<file path="src/rtl/probabilistic_search_controller.sv">
// Metropolis-style search sequencer. It gets failed-clause counts from a shared evaluator and
// takes the accept bit from a probability block, then commits or discards each proposal.
module probabilistic_search_controller #(
  parameter int MAX_BIT_WIDTH_OF_CLAUSES_INDEX = 3,
  parameter int ASSIGNMENT_WIDTH               = 16,
  parameter int ITERATION_WIDTH                = 16,
  localparam int CW = MAX_BIT_WIDTH_OF_CLAUSES_INDEX + 1
) (
  input  logic                        in_clock,
  input  logic                        in_reset,
  input  logic                        in_start,
  input  logic [ITERATION_WIDTH-1:0]  in_max_iterations,
  input  logic [ASSIGNMENT_WIDTH-1:0] in_initial_assignment,
  input  logic                        in_proposal_valid,
  input  logic [ASSIGNMENT_WIDTH-1:0] in_proposal,
  output logic                        out_proposal_ready,
  output logic                        out_count_request,
  output logic [ASSIGNMENT_WIDTH-1:0] out_count_assignment,
  input  logic                        in_count_valid,
  input  logic [CW-1:0]               in_failed_count,
  output logic [CW-1:0]               out_u,
  output logic [CW-1:0]               out_v,
  output logic                        out_rng_enable,
  input  logic                        in_accept,
  output logic [ASSIGNMENT_WIDTH-1:0] out_assignment,
  output logic [ITERATION_WIDTH-1:0]  out_iteration,
  output logic                        out_busy,
  output logic                        out_done,
  output logic                        out_solved
);

  typedef enum logic [2:0] {
    S_IDLE, S_INIT_COUNT, S_WAIT_PROPOSAL, S_COUNT_NEW, S_DECIDE, S_FINISH
  } state_t;

  state_t                      state_q, state_d;
  logic [ASSIGNMENT_WIDTH-1:0] assignment_q, assignment_d;
  logic [ASSIGNMENT_WIDTH-1:0] proposal_q, proposal_d;
  logic [ITERATION_WIDTH-1:0]  budget_q, budget_d;
  logic [ITERATION_WIDTH-1:0]  iteration_q, iteration_d;
  logic [CW-1:0]               u_q, u_d;
  logic [CW-1:0]               v_q, v_d;
  logic                        solved_q, solved_d;

  always_ff @(posedge in_clock or posedge in_reset) begin
    if (in_reset) begin
      state_q      <= S_IDLE;
      assignment_q <= '0;
      proposal_q   <= '0;
      budget_q     <= '0;
      iteration_q  <= '0;
      u_q          <= '0;
      v_q          <= '0;
      solved_q     <= 1'b0;
    end else begin
      state_q      <= state_d;
      assignment_q <= assignment_d;
      proposal_q   <= proposal_d;
      budget_q     <= budget_d;
      iteration_q  <= iteration_d;
      u_q          <= u_d;
      v_q          <= v_d;
      solved_q     <= solved_d;
    end
  end

  always_comb begin
    state_d              = state_q;
    assignment_d         = assignment_q;
    proposal_d           = proposal_q;
    budget_d             = budget_q;
    iteration_d          = iteration_q;
    u_d                  = u_q;
    v_d                  = v_q;
    solved_d             = solved_q;
    out_proposal_ready   = 1'b0;
    out_count_request    = 1'b0;
    out_count_assignment = '0;
    out_rng_enable       = 1'b0;
    out_done             = 1'b0;

    case (state_q)
      S_IDLE: begin
        if (in_start) begin
          assignment_d = in_initial_assignment;
          budget_d     = in_max_iterations;
          iteration_d  = '0;
          solved_d     = 1'b0;
          u_d          = '0;
          v_d          = '0;
          state_d      = S_INIT_COUNT;
        end
      end
      S_INIT_COUNT: begin
        out_count_request    = 1'b1;
        out_count_assignment = assignment_q;
        if (in_count_valid) begin
          u_d = in_failed_count;
          if (in_failed_count == '0) begin
            solved_d = 1'b1;
            state_d  = S_FINISH;
          end else begin
            state_d = S_WAIT_PROPOSAL;
          end
        end
      end
      S_WAIT_PROPOSAL: begin
        out_proposal_ready = 1'b1;
        if (in_proposal_valid) begin
          proposal_d = in_proposal;
          state_d    = S_COUNT_NEW;
        end
      end
      S_COUNT_NEW: begin
        out_count_request    = 1'b1;
        out_count_assignment = proposal_q;
        if (in_count_valid) begin
          v_d     = in_failed_count;
          state_d = S_DECIDE;
        end
      end
      S_DECIDE: begin
        // The probability block sees the registered u/v this cycle, so in_accept is already valid.
        out_rng_enable = 1'b1;
        iteration_d    = iteration_q + 1'b1;
        if (in_accept) begin
          assignment_d = proposal_q;
          u_d          = v_q;
        end
        if (in_accept && (v_q == '0)) begin
          solved_d = 1'b1;
          state_d  = S_FINISH;
        end else if ((budget_q != '0) && (iteration_d == budget_q)) begin
          state_d = S_FINISH;
        end else begin
          state_d = S_WAIT_PROPOSAL;
        end
      end
      S_FINISH: begin
        out_done = 1'b1;
        state_d  = S_IDLE;
      end
      default: state_d = S_IDLE;
    endcase
  end

  assign out_u          = u_q;
  assign out_v          = v_q;
  assign out_assignment = assignment_q;
  assign out_iteration  = iteration_q;
  assign out_solved     = solved_q;
  assign out_busy       = (state_q != S_IDLE);

endmodule

</file>
<file path="config.mk">
export PLATFORM = sky130hd
export DESIGN_NAME = probabilistic_search_controller
export DESIGN_NICKNAME = d
export VERILOG_FILES = /design/src/rtl/probabilistic_search_controller.sv
export SDC_FILE = /design/constraint.sdc
export NUM_CORES = 1
export LEC_CHECK = 0
export CELL_PAD_IN_SITES_DETAIL_PLACEMENT = 0
export CELL_PAD_IN_SITES_GLOBAL_PLACEMENT = 2
export CORE_MARGIN = 2
export CORE_UTILIZATION = 31
export CTS_CLUSTER_DIAMETER = 60
export DETAILED_ROUTE_END_ITERATION = 6
export GPL_TIMING_DRIVEN = 0
export PLACE_DENSITY = 0.83
export SLEW_MARGIN = 30
export SYNTH_ARGS = -nofsm -noshare
export SYNTH_HDL_FRONTEND = slang
export SYNTH_SLANG_ARGS = --single-unit
export TNS_END_PERCENT = 30
</file>
<file path="constraint.sdc">
create_clock -name in_clock -period 5.1 [get_ports in_clock]
set_input_delay 0.765 -clock in_clock [delete_from_list [all_inputs] [get_ports in_clock]]
set_output_delay 0.765 -clock in_clock [all_outputs]
set_load 0.02 [all_outputs]
</file>
==> results of run 1 <==
-- worst min-delay path: stages (launching register included) --
cell and delay [ns]:
dfrtp_1 0.35, a21oi_1 0.04, nor2_1 0.08
-- per-layer routing --
metal  routed length, um  vias to the layer above  global-route usage
li1                    -                     1847                   -
met1                5787                     1915              0.2479
met2                6089                       95              0.2999
met3                 604                       18             0.03017
met4                 300                        0             0.07440
met5                   0                        -                   0
-- through the flow --
step	std cells	cell area, um^2	hold WS [ns]	utilization
after floorplan	438	4120	0.5030	-
after global placement	733	5532	0.4898	0.4227
after detailed placement	734	5557	0.5039	0.4247
after CTS	748	5814	0.5203	0.4443
after global routing	748	5814	0.5560	0.4443
final	748	5814	0.5181	0.4443
-- cells by family (layout without fill, tap and decap cells) --
group	after synthesis	after routing	share of synthesized area
AND/OR/NAND/NOR	163	163	0.1922
AO/OA/AOI/OAI	95	95	0.1461
buffers and inverters	39	173	0.03674
XOR/XNOR	15	15	0.03188
adder cells (fa/ha/maj)	1	1	0.003036
flip-flops	76	76	0.4616
multiplexers	49	49	0.1285
-- report_power, final --
part	leakage (nW)	internal, mW	switching [mW]
logic	1.24	0.723	0.798
clock network	0.131	0.335	0.239
registers	0.931	0.844	0.209
total	2.30	1.90	1.24
-- cells in the final DEF (no fill, tap or decap), types with 2 or more instances in the layout --
master,n
clkdlybuf4s50_1,119
dfrtp_1,76
nor2_1,57
nand2_1,48
mux2_2,31
o21ai_0,27
clkbuf_1,23
a31oi_1,23
mux2i_1,18
a21oi_1,14
inv_1,11
xnor2_1,11
nand3_1,9
clkbuf_16,9
nor3_1,7
nand4_1,7
nor4_1,5
o31ai_1,5
o41ai_1,5
or3_1,4
and4_1,4
xor2_1,4
a22oi_1,4
nor3b_1,3
and2_1,3
buf_1,3
and3_1,3
or4_1,3
a21o_1,3
clkinv_2,3
nand3b_1,2
nand2b_1,2
a22o_1,2
o22ai_1,2
o22a_1,2
-- worst max-delay path by stage --
stage / to / slack [ns] / depth (start not counted)
6_report: out_rng_enable / 1.17 / 7
5_1_grt: out_rng_enable / 0.96 / 7
4_1_cts: out_rng_enable / 1.15 / 7
3_5_place_dp: out_rng_enable / 1.51 / 7
3_3_place_gp: out_u[0] / 1.0 / 2
2_1_floorplan: budget_q[0] / 2.40 / 1
-- area by class of cell --
class                           instances  area share
Buffer                                 27     0.01829
Clock buffer                           11     0.04175
Clock inverter                          3    0.002582
Inverter                               12    0.008608
Multi-Input combinational cell        323      0.3555
Sequential cell                        76      0.3271
Tap cell                              176     0.03787
Timing Repair Buffer                  120      0.2083
-- state kept, by name, summed over array words and instances (netlist names) --
signal,cells
budget_q,16
out_assignment,16
out_iteration,16
proposal_q,16
out_u,4
out_v,4
state_q,3
out_solved,1
==> results.toml, run 1 <==
[run_status]
status = "complete, no violations"

[final_layout]
fillers = 1284
area_delta_synth_final_pct = 41.12
drive_gt1_frac = 0.09266
n_antenna_cell = 0
final_nets = 628
seq_area_um2 = 1902
multi_input_area_um2 = 2067

[placed_design]
post-place-ws_ns = 1.515
dp_hpwl_mm = 9.372
port_buffers = 119
gp_congestion = 0.8664

[worst_setup_path]
r2r-start = "out_iteration[0]"
slowest_delay_ns = 0.72
critical_path.top_delay_family = "buffers and inverters"
worstReg2RegEnd = "state_q[1]"
critical_path_class = "reg -> out"
crit_chain = "clkbuf_1 > inv_1 > or3_1 > clkbuf_1 > inv_1 > buf_1 > clkdlybuf4s50_1"
start_kind = "register"
startpoint = "state_q[2]"
crit_arrival_ns = 3.17
slowest_stage = "clkdlybuf4s50_1"
endpoint_kind = "output port"
cp_num_buf_inv = 6
reg2reg_slack_ns = 2.10
cp_max_fo = 10
worst_ep_required_time_ns = 4.34
reg2regPathDepth = 7

[clock_tree]
cts_tree = "built"
htreeDepth = 3
ctsHoldBuffers = 0
path_clk_slew_ns = 0.06
cts.sinks = 76
cts_setup_buffers = 0
post_cts_resized = 0
cts_buffers = 9
clockBufferDepth = 2
clkLatencyLatePin_ns = 0.33
cts-root-buf = "clkbuf_16"

[logic_synthesis]
synthFlopType = "dfrtp_1"
synth_area_leaders = "dfrtp_1, mux2_2, nor2_1, mux2i_1, nand2_1"
synth_top_area_share = 0.4616
synth.ff_latch_count = 76
mappedNetlistArea_um2 = 4120
yosysTopAreaCell = "dfrtp_1"
yosys-top-cells-count = "dfrtp_1, nor2_1, nand2_1"
yosys.cell_types.count = 49
synth_cells = 438
yosys.cell_count.top_type = "dfrtp_1"
syn_area_per_cell_um2 = 9.407
synth_fp_nets = 497
async_reset_ff_frac = 1.000
seq_area_frac_synth = 0.4616
synth_edf_count = 0
yosysWarnings = 0

[sta]
slew_viol_final = 0
post-route-period-util = 0.7709
rsz0062_at_grt = "no"
timing.fmax_mhz = 254.4
worst_slack_ns = 1.169
fin_skew_ns = 0.003247
hold_violations = 0
tightestPinTransition_ns = 0.9446
setup-tns-final_ns = 0
setup_viol = 0
finalCriticalPeriod_ns = 3.931
relSlewSlack = 0.3645

[drt]
routed_wl_mm = 12.78
postRouteAntennaNets = 0
first_pass_iters = 5
detail_route.vias_per_cell = 5.180
wl_per_cell_um = 17.09
drtIter0Drc = 189
vias = 3875
drc = 0

[die]
die_area_um2 = 14230
die_x_um = 119.3
die_h_um = 119.3
ioPinCount = 120
start_util = 0.3149
coreArea_um2 = 13090
rows = 42

[worst_hold_path]
hold_class = "reg -> reg"
min_from = "out_solved"
min_to = "out_solved"
holdPathStages = 2

[grt]
grt_usage = 0.1855
grt_start_max_net_pins = 40
grt_pass1_wl_mm = 20.84
grt_pass1_vias = 3939
antenna_found_initial = 0
grt-ovfl-total = 0

[job]
drv_cap = 0

[power]
ir_worst_vdd_v = 0.0002113
power.density_nw_per_um2 = 541.1
p_leak_nw = 2.305
power_mw = 3.146
Note: power is estimated with default switching activity, not from simulation.
==> inputs of run 2 (changes only) <==
--- a/config.mk
+++ b/config.mk
@@ -8,11 +8,11 @@
 export CELL_PAD_IN_SITES_DETAIL_PLACEMENT = 0
 export CELL_PAD_IN_SITES_GLOBAL_PLACEMENT = 2
 export CORE_MARGIN = 2
-export CORE_UTILIZATION = 31
+export CORE_UTILIZATION = 26
 export CTS_CLUSTER_DIAMETER = 60
 export DETAILED_ROUTE_END_ITERATION = 6
 export GPL_TIMING_DRIVEN = 0
-export PLACE_DENSITY = 0.83
+export PLACE_DENSITY = 0.73
 export SLEW_MARGIN = 30
 export SYNTH_ARGS = -nofsm -noshare
 export SYNTH_HDL_FRONTEND = slang
==> constraint.sdc (replaced) <==
create_clock -name in_clock -period 3.48 [get_ports in_clock]
set_input_delay 0.522 -clock in_clock [delete_from_list [all_inputs] [get_ports in_clock]]
set_output_delay 0.522 -clock in_clock [all_outputs]
set_load 0.02 [all_outputs]
==> run 2 against run 1 <==
  * Power is 50% higher
  * Clock skew rose by 0.0035 ns
  * Sequential power increased by 48%
  * Final cell count is 5.7% higher
  * Critical path type unchanged
  * First-iteration DRC count rose by 3.2%
  * Via count fell by 0.31%
  * Sequential share of layout area decreased by 0.61 points
  * Largest cell class unchanged
  * Largest power group unchanged
  * Worst hold slack lost 0.0077 ns
  * Cell area up 1.9%
  * Combinational power up 47%
  * Setup slack lost 0.89 ns
==> results.toml, run 2 (synthesis results as in run 1) <==
[worst_setup_path]
r2r-start = "out_iteration[0]"
cp_max_fo = 10
start_kind = "register"
crit_arrival_ns = 2.68
startpoint = "state_q[2]"
worst_ep_required_time_ns = 2.96
slowest_stage = "clkdlybuf4s50_1"
critical_path_class = "reg -> out"
crit_chain = "clkbuf_1 > inv_1 > or3_1 > clkbuf_1 > clkinvlp_4 > clkdlybuf4s50_1"
endpoint_kind = "output port"
slowest_delay_ns = 0.63
cpMostUsedCell = "clkbuf_1"

[clock_tree]
cts.sinks = 76
clkLatencyLatePin_ns = 0.34
path_clk_slew_ns = 0.06
ctsHoldBuffers = 0
cts_buffers = 9
clockBufferDepth = 2
htreeDepth = 3
cts-root-buf = "clkbuf_16"
cts_tree = "built"

[placed_design]
gp_congestion = 0.8194
port_buffers = 119
dp_hpwl_mm = 9.760
post-place-ws_ns = 0.1261
place_area_um2 = 5614

[sta]
worst_slack_ns = 0.2826
setup_viol = 0
fin_skew_ns = 0.006755
timing.fmax_mhz = 312.8
rsz0062_at_grt = "no"
tightestPinTransition_ns = 0.9250
slew_viol_final = 0
post-route-period-util = 0.9188
hold_violations = 0
finalCriticalPeriod_ns = 3.197
relSlewSlack = 0.3777
setup-tns-final_ns = 0

[power]
clkPwrFrac = 0.197
ir_worst_vdd_v = 0.0003671
p_leak_nw = 2.331
sequentialPowerShare = 0.328
power_mw = 4.719
combPwrFrac = 0.475
power.density_nw_per_um2 = 796.3
power.switching_mw = 1.844
p_sw_frac = 0.3908
internal_power_mw = 2.875

[grt]
grt_usage = 0.1649
grt_pass1_wl_mm = 21.42
grt_pass1_vias = 3915
antenna_found_initial = 0
grt-ovfl-total = 0
grt_start_max_net_pins = 44

[drt]
drtIter0Drc = 195
postRouteAntennaNets = 0
first_pass_iters = 5
detail_route.vias_per_cell = 4.884
vias = 3863
drc = 0
wl_per_cell_um = 16.88
routed_wl_mm = 13.36

[final_layout]
area_delta_synth_final_pct = 43.82
drive_gt1_frac = 0.1026
final_cell_mix = "clkdlybuf4s50_1, dfrtp_1, nor2_1, nand2_1, mux2_2"
final_common_cell = "clkdlybuf4s50_1"
fin_area_um2 = 5926
n_antenna_cell = 0
final_nets = 630

[job]
drv_cap = 0

[die]
ioPinCount = 120
coreArea_um2 = 15710
die_x_um = 129.9
die_h_um = 129.9
die_area_um2 = 16870
rows = 46
start_util = 0.2622

[worst_hold_path]
min_from = "out_solved"
hold_class = "reg -> reg"

[run_status]
status = "complete, no violations"
## run 2: worst paths after layout
path / to / slack (ns) / cells past startpoint
setup / recovery: out_rng_enable / 0.28 / 6
hold / removal: out_solved / 0.51 / 2
setup reg to reg: state_q[1] / 0.47 / 7
hold reg to reg: out_solved / 0.51 / 2
max in group asynchronous: out_u[1] / 2.41 / 3
min in group asynchronous: proposal_q[1] / 0.55 / 2
## run 2: area by class of cell
class                      instances  area (um^2)
tap                              216        270.3
sequential                        76         1902
fill                            1603         9787
inverter                          12        53.80
clock buffer                      13        250.2
timing repair buffer             123         1241
buffer                            26        106.4
clock inverter                     2        35.03
multi-input combinational        323         2067
## run 2: layer usage
layer / part of all wire / wire, um / track usage
met1: 0.46 / 6080 / 0.2172
met2: 0.48 / 6357 / 0.2667
met3: 0.053 / 705 / 0.03813
met4: 0.016 / 212 / 0.05819
met5: 0 / 0 / 0
## run 2: power groups by stage
| stage | registers, mW | clock network [mW] | logic, mW |
|---|---|---|---|
| CTS | 1.55 | 0.957 | 2.26 |
| detailed placement | 1.56 | 0 | 2.25 |
| floorplan | 1.65 | 0 | 1.21 |
| global route | 1.61 | 0.995 | 2.44 |
| finish | 1.55 | 0.929 | 2.24 |
| global placement | 1.55 | 0 | 2.23 |
## run 2: critical path, delay by kind of cell (launching register included)
family / cells / cell delay [ns]
buffers and inverters: 5 / 1.63
and+or+nand+nor: 1 / 0.38
DFF: 1 / 0.32
## run 2: metrics by stage
step           hold slack [ns]  instances    util
6_report                0.5104        791  0.3771
4_1_cts                 0.5182        788  0.3756
3_5_place_dp            0.5025        774  0.3573
2_1_floorplan           0.5030        438       -
3_3_place_gp            0.5060        773  0.3552
5_1_grt                 0.5364        791  0.3771
## run 2: timing repair
action                     CTS  global route
buffers inserted             0             3
setup endpoints to repair   15            10
resized for setup            3             1
gates cloned                 0             0
hold endpoints to repair     0             0
==> inputs of run 3 (changes only) <==
--- a/config.mk
+++ b/config.mk
@@ -13,6 +13,7 @@
 export DETAILED_ROUTE_END_ITERATION = 6
 export GPL_TIMING_DRIVEN = 0
 export PLACE_DENSITY = 0.73
+export SKIP_LAST_GASP = 1
 export SLEW_MARGIN = 30
 export SYNTH_ARGS = -nofsm -noshare
 export SYNTH_HDL_FRONTEND = slang
==> run 3 against run 2 <==
  * The run now ends with negative setup slack left
  * Setup slack got worse by 0.28 ns
  * Worst hold slack barely moved
  * Cell area fell by 0.46%
  * Largest cell class unchanged
  * Combinational power barely moved
  * Non-clock buffer count fell by 3
  * Critical path depth did not move
  * Final cell count fell by 0.38%
  * Wire length barely moved
  * Critical endpoint unchanged
  * First-iteration DRC count fell by 19%
  * Critical path type unchanged
  * Via count fell by 0.16%
  * Sequential share of layout area rose by 0.15 points
  * Flip-flop and latch count did not move
==> results.toml, run 3 (synthesis results as in run 1) <==
[sta]
fin_skew_ns = 0.005699
tightestPinTransition_ns = 0.9222
hold_slack_ns = 0.5105
slew_viol_final = 0
relSlewSlack = 0.3795
post-route-period-util = 1.000
rsz0062_at_grt = "yes"
hold_violations = 0
finalCriticalPeriod_ns = 3.481
timing.fmax_mhz = 287.3
setup-tns-final_ns = -0.0007212
worst_slack_ns = -0.0007212
setup_viol = 1

[grt]
grtUsageMet3 = 0.03813
grt-ovfl-total = 0
grt_pass1_wl_mm = 21.42
grt_start_max_net_pins = 44
grt_pass1_vias = 3915
grt_usage = 0.1649
met2_usage = 0.2667
grt_use_met1 = 0.2172
antenna_found_initial = 0
grt_busiest_layer = "met2"

[clock_tree]
path_clk_slew_ns = 0.06
clkLatencyLatePin_ns = 0.34
clockBufferDepth = 2
ctsHoldBuffers = 0
htreeDepth = 3
cts.sinks = 76
cts-root-buf = "clkbuf_16"
cts_buffers = 9
cts_tree = "built"

[die]
ioPinCount = 120
die_x_um = 129.9
coreArea_um2 = 15710
die_area_um2 = 16870
rows = 46
die_h_um = 129.9
start_util = 0.2622

[power]
p_sw_frac = 0.3912
combPwrFrac = 0.474
power_mw = 4.710
ir_worst_vdd_v = 0.0003667
clkPwrFrac = 0.197
power.switching_mw = 1.843
power.density_nw_per_um2 = 798.6
sequentialPowerShare = 0.329
internal_power_mw = 2.867
p_leak_nw = 2.322

[drt]
postRouteAntennaNets = 0
vias = 3857
detail_route.vias_per_cell = 4.895
drtIter0Drc = 158
routed_wl_mm = 13.34
wl_per_cell_um = 16.93
drc = 0
first_pass_iters = 4

[worst_setup_path]
reg2reg_slack_ns = 0.49
startpoint = "state_q[2]"
cp_max_fo = 15
critical_path.top_delay_family = "buffers and inverters"
crit_end = "out_rng_enable"
start_kind = "register"
worstReg2RegEnd = "state_q[1]"
cp_num_cells = 6
reg2regPathDepth = 7
r2r-start = "out_iteration[0]"
cp_num_buf_inv = 5
endpoint_kind = "output port"
worst_ep_required_time_ns = 2.96
crit_chain = "clkbuf_1 > inv_1 > or3_1 > clkbuf_1 > inv_1 > clkdlybuf4s50_1"
crit_arrival_ns = 2.96
slowest_stage = "clkdlybuf4s50_1"
critical_path_class = "reg -> out"
slowest_delay_ns = 0.71

[placed_design]
port_buffers = 119
gp_congestion = 0.8194
place_area_um2 = 5614
dp_hpwl_mm = 9.760

[final_layout]
final_nets = 627
final_cell_mix = "clkdlybuf4s50_1, dfrtp_1, nor2_1, nand2_1, mux2_2"
n_antenna_cell = 0
final_common_cell = "clkdlybuf4s50_1"
fin_area_um2 = 5898
area_delta_synth_final_pct = 43.15
drive_gt1_frac = 0.09441

[run_status]
violations = "negative setup slack"
status = "finished, violations left"

[job]
drv_cap = 0

[worst_hold_path]
min_from = "out_solved"
hold_class = "reg -> reg"
==> run 3: changes by cell type in the layout (fill, tap and decap cells not counted) <==
| cell | change |
|---|---|
| clkinvlp_4 | -1 |
| buf_1 | +1 |
| clkbuf_2 | -1 |
| buf_4 | -3 |
| inv_1 | +1 |
==> run 3: worst min-delay path, cell delays in order, from the launching register on <==
cell     delay [ns]
dfrtp_1        0.35
a21oi_1        0.04
nor2_1         0.08
==> run 3: power groups by stage <==
stage | logic, mW | registers [mW] | clock network, mW
final | 2.23 | 1.55 | 0.929
after global routing | 2.43 | 1.61 | 0.995
after CTS | 2.26 | 1.55 | 0.957
after detailed placement | 2.25 | 1.56 | 0
after global placement | 2.23 | 1.55 | 0
after floorplan | 1.21 | 1.65 | 0
==> run 3: cell type report <==
type,count,area [um^2]
buffer,26,105.1
clock buffer,13,250.2
clock inverter,2,35.03
fill,1606,9814
inverter,12,50.05
multi-input combinational,323,2067
sequential,76,1902
tap,216,270.3
timing repair buffer,120,1219
==> run 3: per-layer routing <==
| metal | vias up | share of wire |
|---|---|---|
| met4 | 0 | 0.014 |
| met2 | 107 | 0.47 |
| li1 | 1843 | - |
| met5 | - | 0 |
| met1 | 1894 | 0.45 |
| met3 | 13 | 0.060 |
==> run 3: stage by stage <==
step                setup slack (ns)  utilization  instances
CTS                          -0.1016       0.3753        788
global route                 -0.2424       0.3754        788
floorplan                     0.9258            -        438
finish                    -0.0007212       0.3754        788
global placement             -0.4285       0.3552        773
detailed placement            0.1261       0.3573        774
==> run 3: what timing repair did <==
action	CTS	global route
pin swaps	0	0
endpoints found under the setup margin	15	15
gates resized for setup	1	2
setup buffers	0	0
==> run 3: worst min path at each step <==
stage | end | cells past startpoint
CTS | out_solved | 2
global placement | out_solved | 2
floorplan | proposal_q[10] | 1
detailed placement | out_solved | 2
finish | out_solved | 2
global route | out_solved | 2
